$ cat src/rtl/lvds_frame_deser.sv
// Multi-lane serial-to-parallel framer: realigns on each frame edge, qualifies lock, flags framing errors.
// Build macro LVDS_FRAME_DESER_STATS_EN adds a saturating frame-error counter output (err_count).
module lvds_frame_deser #(
   parameter int WORD_BITS   = 12,
   parameter int NUM_LANES   = 1,
   parameter int LOCK_FRAMES = 4,
   parameter bit MSB_FIRST   = 1'b1
) (
   input  logic                           clk,
   input  logic                           reset_n,
   input  logic                           frame_in,
   input  logic [NUM_LANES-1:0]           data_in,
   output logic [NUM_LANES*WORD_BITS-1:0] data_out,
   output logic                           word_valid,
   output logic                           locked,
   output logic                           frame_err
`ifdef LVDS_FRAME_DESER_STATS_EN
   ,
   output logic [15:0]                    err_count
`endif
);
   localparam int            CW     = $clog2(WORD_BITS + 2);
   localparam int            PW     = WORD_BITS - 1;
   localparam logic [CW-1:0] C_ONE  = CW'(1);
   localparam logic [CW-1:0] C_FULL = CW'(WORD_BITS);
   localparam logic [CW-1:0] C_LAST = CW'(WORD_BITS - 1);
   localparam logic [CW-1:0] C_SAT  = CW'(WORD_BITS + 1);
   localparam logic [7:0]    C_LOCK = 8'(LOCK_FRAMES);

   typedef enum logic [1:0] {SEEK, ACQUIRE, LOCKED} state_t;

   state_t                         r_state, w_state_next;
   logic                           r_frame_q;
   logic [CW-1:0]                  r_bit_cnt, w_bit_cnt_next;
   logic [7:0]                     r_good_cnt, w_good_cnt_next;
   logic [NUM_LANES*PW-1:0]        r_part, w_part_next;
   logic [NUM_LANES*WORD_BITS-1:0] w_word;
   logic [NUM_LANES*WORD_BITS-1:0] r_data_out;
   logic                           r_word_valid, r_locked, r_frame_err;
   logic                           w_edge, w_emit, w_err;

   assign w_edge = frame_in & ~r_frame_q;

   // Only the earlier WORD_BITS-1 bits are stored; the current bit completes the word combinationally.
   for (genvar gi = 0; gi < NUM_LANES; gi++) begin : g_lane
      if (MSB_FIRST) begin : g_msb
         assign w_word[gi*WORD_BITS +: WORD_BITS] = {r_part[gi*PW +: PW], data_in[gi]};
         assign w_part_next[gi*PW +: PW]          = w_word[gi*WORD_BITS +: PW];
      end else begin : g_lsb
         assign w_word[gi*WORD_BITS +: WORD_BITS] = {data_in[gi], r_part[gi*PW +: PW]};
         assign w_part_next[gi*PW +: PW]          = w_word[gi*WORD_BITS+1 +: PW];
      end
   end

   assign w_bit_cnt_next = w_edge ? C_ONE :
                           (r_bit_cnt == C_SAT) ? C_SAT : r_bit_cnt + C_ONE;

   always_comb begin
      w_state_next    = r_state;
      w_good_cnt_next = r_good_cnt;
      w_emit          = 1'b0;
      w_err           = 1'b0;
      case (r_state)
         SEEK: begin
            if (w_edge) begin
               w_state_next    = ACQUIRE;
               w_good_cnt_next = '0;
            end
         end
         ACQUIRE, LOCKED: begin
            if (w_edge) begin
               if (r_bit_cnt == C_FULL) begin
                  if (r_state == ACQUIRE) begin
                     w_good_cnt_next = r_good_cnt + 8'd1;
                     if (w_good_cnt_next >= C_LOCK) begin
                        w_state_next = LOCKED;
                     end
                  end
               end else begin
                  // Early edge: keep it as the new alignment but restart qualification.
                  w_err           = 1'b1;
                  w_state_next    = ACQUIRE;
                  w_good_cnt_next = '0;
               end
            end else if (r_bit_cnt == C_FULL) begin
               w_err           = 1'b1;
               w_state_next    = SEEK;
               w_good_cnt_next = '0;
            end else if ((r_state == LOCKED) && (r_bit_cnt == C_LAST)) begin
               w_emit = 1'b1;
            end
         end
         default: w_state_next = SEEK;
      endcase
   end

   always_ff @(posedge clk) begin
      if (!reset_n) begin
         r_state      <= SEEK;
         r_frame_q    <= 1'b0;
         r_bit_cnt    <= '0;
         r_good_cnt   <= '0;
         r_part       <= '0;
         r_data_out   <= '0;
         r_word_valid <= 1'b0;
         r_locked     <= 1'b0;
         r_frame_err  <= 1'b0;
      end else begin
         r_state      <= w_state_next;
         r_frame_q    <= frame_in;
         r_bit_cnt    <= w_bit_cnt_next;
         r_good_cnt   <= w_good_cnt_next;
         r_part       <= w_part_next;
         r_word_valid <= w_emit;
         r_locked     <= (w_state_next == LOCKED);
         r_frame_err  <= w_err;
         if (w_emit) begin
            r_data_out <= w_word;
         end
      end
   end

   assign data_out   = r_data_out;
   assign word_valid = r_word_valid;
   assign locked     = r_locked;
   assign frame_err  = r_frame_err;

`ifdef LVDS_FRAME_DESER_STATS_EN
   logic [15:0] r_err_count;

   always_ff @(posedge clk) begin
      if (!reset_n) begin
         r_err_count <= '0;
      end else if (w_err && (r_err_count != 16'hFFFF)) begin
         r_err_count <= r_err_count + 16'd1;
      end
   end

   assign err_count = r_err_count;
`endif
endmodule
$ cat config.mk
export PLATFORM = sky130hd
export DESIGN_NAME = lvds_frame_deser
export DESIGN_NICKNAME = d
export VERILOG_FILES = /design/src/rtl/lvds_frame_deser.sv
export SDC_FILE = /design/constraint.sdc
export NUM_CORES = 1
export LEC_CHECK = 0
export ABC_AREA = 1
export BUFFER_PORTS_ARGS = -buffer_cell sky130_fd_sc_hd__buf_2
export CAP_MARGIN = 20
export CORE_MARGIN = 2
export CORE_UTILIZATION = 35
export CTS_CLUSTER_SIZE = 28
export DETAILED_ROUTE_END_ITERATION = 10
export SLEW_MARGIN = 40
export SYNTH_ARGS = -nofsm -noshare
export SYNTH_HDL_FRONTEND = slang
export SYNTH_SLANG_ARGS = --single-unit
$ cat constraint.sdc
create_clock -name clk -period 1.5 [get_ports clk]
set_input_delay 0.075 -clock clk [delete_from_list [all_inputs] [get_ports clk]]
set_output_delay 0.075 -clock clk [all_outputs]
set_load 0.01 [all_outputs]
==> impl_metrics.csv <==
group,metric,value,unit
yosys,synth-adder-area-share,0.0647,
floorplanning,core,4750,um^2
finish,mostFrequentLayoutCells,"nand2_1, dfxtp_1, nor2_1",
floorplanning,die_w,74.5,um
yosys,ys_types,29,
yosys,synth_top_family_by_area,"simple AND/OR/NAND/NOR gates",
detailed_routing,drc,0,
yosys,synth_compound_gate_area_share,0.0949,
sta,slew_headroom,0.806,
clocking,ctsRootBufferMaster,"clkbuf_8",
floorplanning,io_pins,19,
sta,max_slew.worst_pin.slew,0.288,ns
power,ir_drop,0.000540,V
worst_setup_path,path_class,"reg -> reg",
clocking,path_clk_slew,0.08,ns
grt,antenna_found_initial,0,
yosys,synth_area_leaders,"dfxtp_1, nand2_1, nor2_1",
worst_setup_path,crit_path_start_kind,"flip-flop",
clocking,cts_buffer_depth,2,
yosys,synth_top_area_share,0.472,
power,power_density,921,nW/um^2
yosys,synthXorXnorAreaFrac,0.0101,
placed_design,io_buffers,18,
detailed_routing,ant_nets,0,
detailed_routing,wirelength,3300,um
sta,setup_violations,8,
grt,grt_first_pass_wirelength,5600,um
worst_setup_path,setup.worst_path.start,"r_bit_cnt[0]$_SDFF_PN0_",
min_path,hp-start,"reset_n",
yosys,synth_area_per_cell,7.67,um^2
finish,stdcell_count,339,
worst_setup_path,crit_arrival,1.83,ns
min_path,worstHoldPathType,"in -> reg",
grt,gr-total-overflow,0,
yosys,yosys_warnings,0,
floorplanning,dieArea,5550,um^2
grt,grt_util_all_layers,0.129,
worst_setup_path,path_max_fanout,4,
clocking,htreeDepth,2,
detailed_routing,vias,1449,
finish,nets,284,
sta,rsz0062_at_grt,"yes",
floorplanning,die_h,74.5,um
floorplanning,rows,25,
yosys,yosysSeqAreaShare,0.472,
yosys,synth_cells,227,
yosys,yosys.area_share.simple,0.272,
finish,drive_gt1_frac,0.368,
clocking,clk_latency,0.29,ns
grt,grt_max_degree,26,
yosys,synth_nets,240,
status,status,"finished, violations left",
sta,whs,0.115,ns
power,p_leak,0.00110,uW
sta,min_period,1.61,ns
detailed_routing,first_pass_iters,4,
worst_setup_path,end_kind,"flip-flop",
sta,hold_viol,0,
sta,period_share,1.07,
yosys,syn_area,1740,um^2
yosys,yosys.area.top_type,"dfxtp_1",
status,failed_checks,"negative setup slack",
run,maxCapViolCount,0,
sta,slew_viol_final,0,
sta,setup_ws,-0.111,ns
yosys,ys_ff_latch,41,
finish,syn_to_final_growth,34.8,%
finish,diodes,0,
placed_design,dp_cells,327,
clocking,cts_buffers,5,
finish,final_common_cell,"nand2_1",
yosys,synthMuxAreaShare,0,
clocking,clock-sinks,41,
detailed_routing,via_per_inst,4.27,
sta,skew,0.00578,ns
sta,tns,-0.431,ns
detailed_routing,drtIter0Drc,66,
clocking,tritoncts,"done",
grt,first_global_vias,1330,
floorplanning,start_util,0.366,
placed_design,gp_congestion,0.820,
placed_design,pre_cts_slack,-0.0390,ns
worst_setup_path,reg2reg_from,"r_bit_cnt[0]$_SDFF_PN0_",
worst_setup_path,cp.required,1.72,ns
placed_design,hpwlAfterDp,2400,um
detailed_routing,wl_per_cell,9.74,um
sta,fmax,621,MHz
synthesized netlist by cell type (all sizes together):
master and instances:
nand2 46, dfxtp 41, nor2 40, inv 35, o21ai 17, nand3 11
ha 9, a21oi 8, clkbuf 4, a22oi 2, nand4 2, nor3 2
or2 2, a31oi 1, and3 1, buf 1, nor4 1, o21bai 1
o31ai 1, xnor2 1, xor2 1
layout make-up:
class                      instances  area [um^2]
sequential                        41          826
inverter                          35          131
clock buffer                       5         68.8
timing repair buffer              42          290
multi-input combinational        146          902
tap                               67         83.8
clock inverter                     3         43.8
fill                             499         2410
through the flow:
stage	total power, uW	area, um^2	util
floorplan	1230	1790	-
global placement	1290	2100	0.441
detailed placement	1290	2100	0.441
CTS	2180	2240	0.470
global route	2260	2350	0.493
finish	2160	2350	0.493
critical path: stages, from the launching register on:
cell and delay (ns):
dfxtp_2 0.34, inv_2 0.07, ha_4 0.13, nand3_4 0.08, ha_4 0.16, nand2_1 0.04
o21ai_1 0.06, nor2_2 0.19, nand3_2 0.14, or2_1 0.23, a21oi_2 0.10
registers in the layout, indices dropped and copies added, names as in the netlist:
name,count
data_out,12
frame_err,1
locked,1
r_bit_cnt,4
r_frame_q,1
r_good_cnt,8
r_part,11
r_state,2
word_valid,1
metal layers:
layer / track usage / routed length [um]
met1: 0.162 / 1620
met2: 0.214 / 1560
met3: 0.0393 / 102
met4: 0.0357 / 15
met5: 0 / 0
path summary, 6_finish.rpt:
path | endpoint | slack, ns | cells past startpoint
setup reg to reg | r_good_cnt[2]$_SDFFE_PN0P_ | -0.11 | 10
setup / recovery | r_good_cnt[2]$_SDFFE_PN0P_ | -0.11 | 10
hold reg to reg | r_part[2]$_SDFF_PN0_ | 0.43 | 2
hold / removal | r_bit_cnt[0]$_SDFF_PN0_ | 0.12 | 3
repair_timing:
item,4_1_cts,5_1_grt
setup buffers,0,2
resized for setup,4,35
hold buffers,2,0
endpoints found under the hold margin,2,0
endpoints found under the setup margin,9,23
pin swaps,5,11
power by group:
group	switching (uW)	internal, uW	leakage (uW)
Combinational	95.0	73.9	0.000711
Clock	384	499	0.0000585
Sequential	8.21	1100	0.000333
Total	487	1670	0.00110
cell families (layout without fill, tap and decap cells):
kind of cell	Yosys count	in the layout
compound gates	30	30
xor+xnor	2	2
fa+ha+maj	9	9
buf+inv	40	85
flops	41	41
simple gates	105	105
Power figures use the tool's default switching activity.
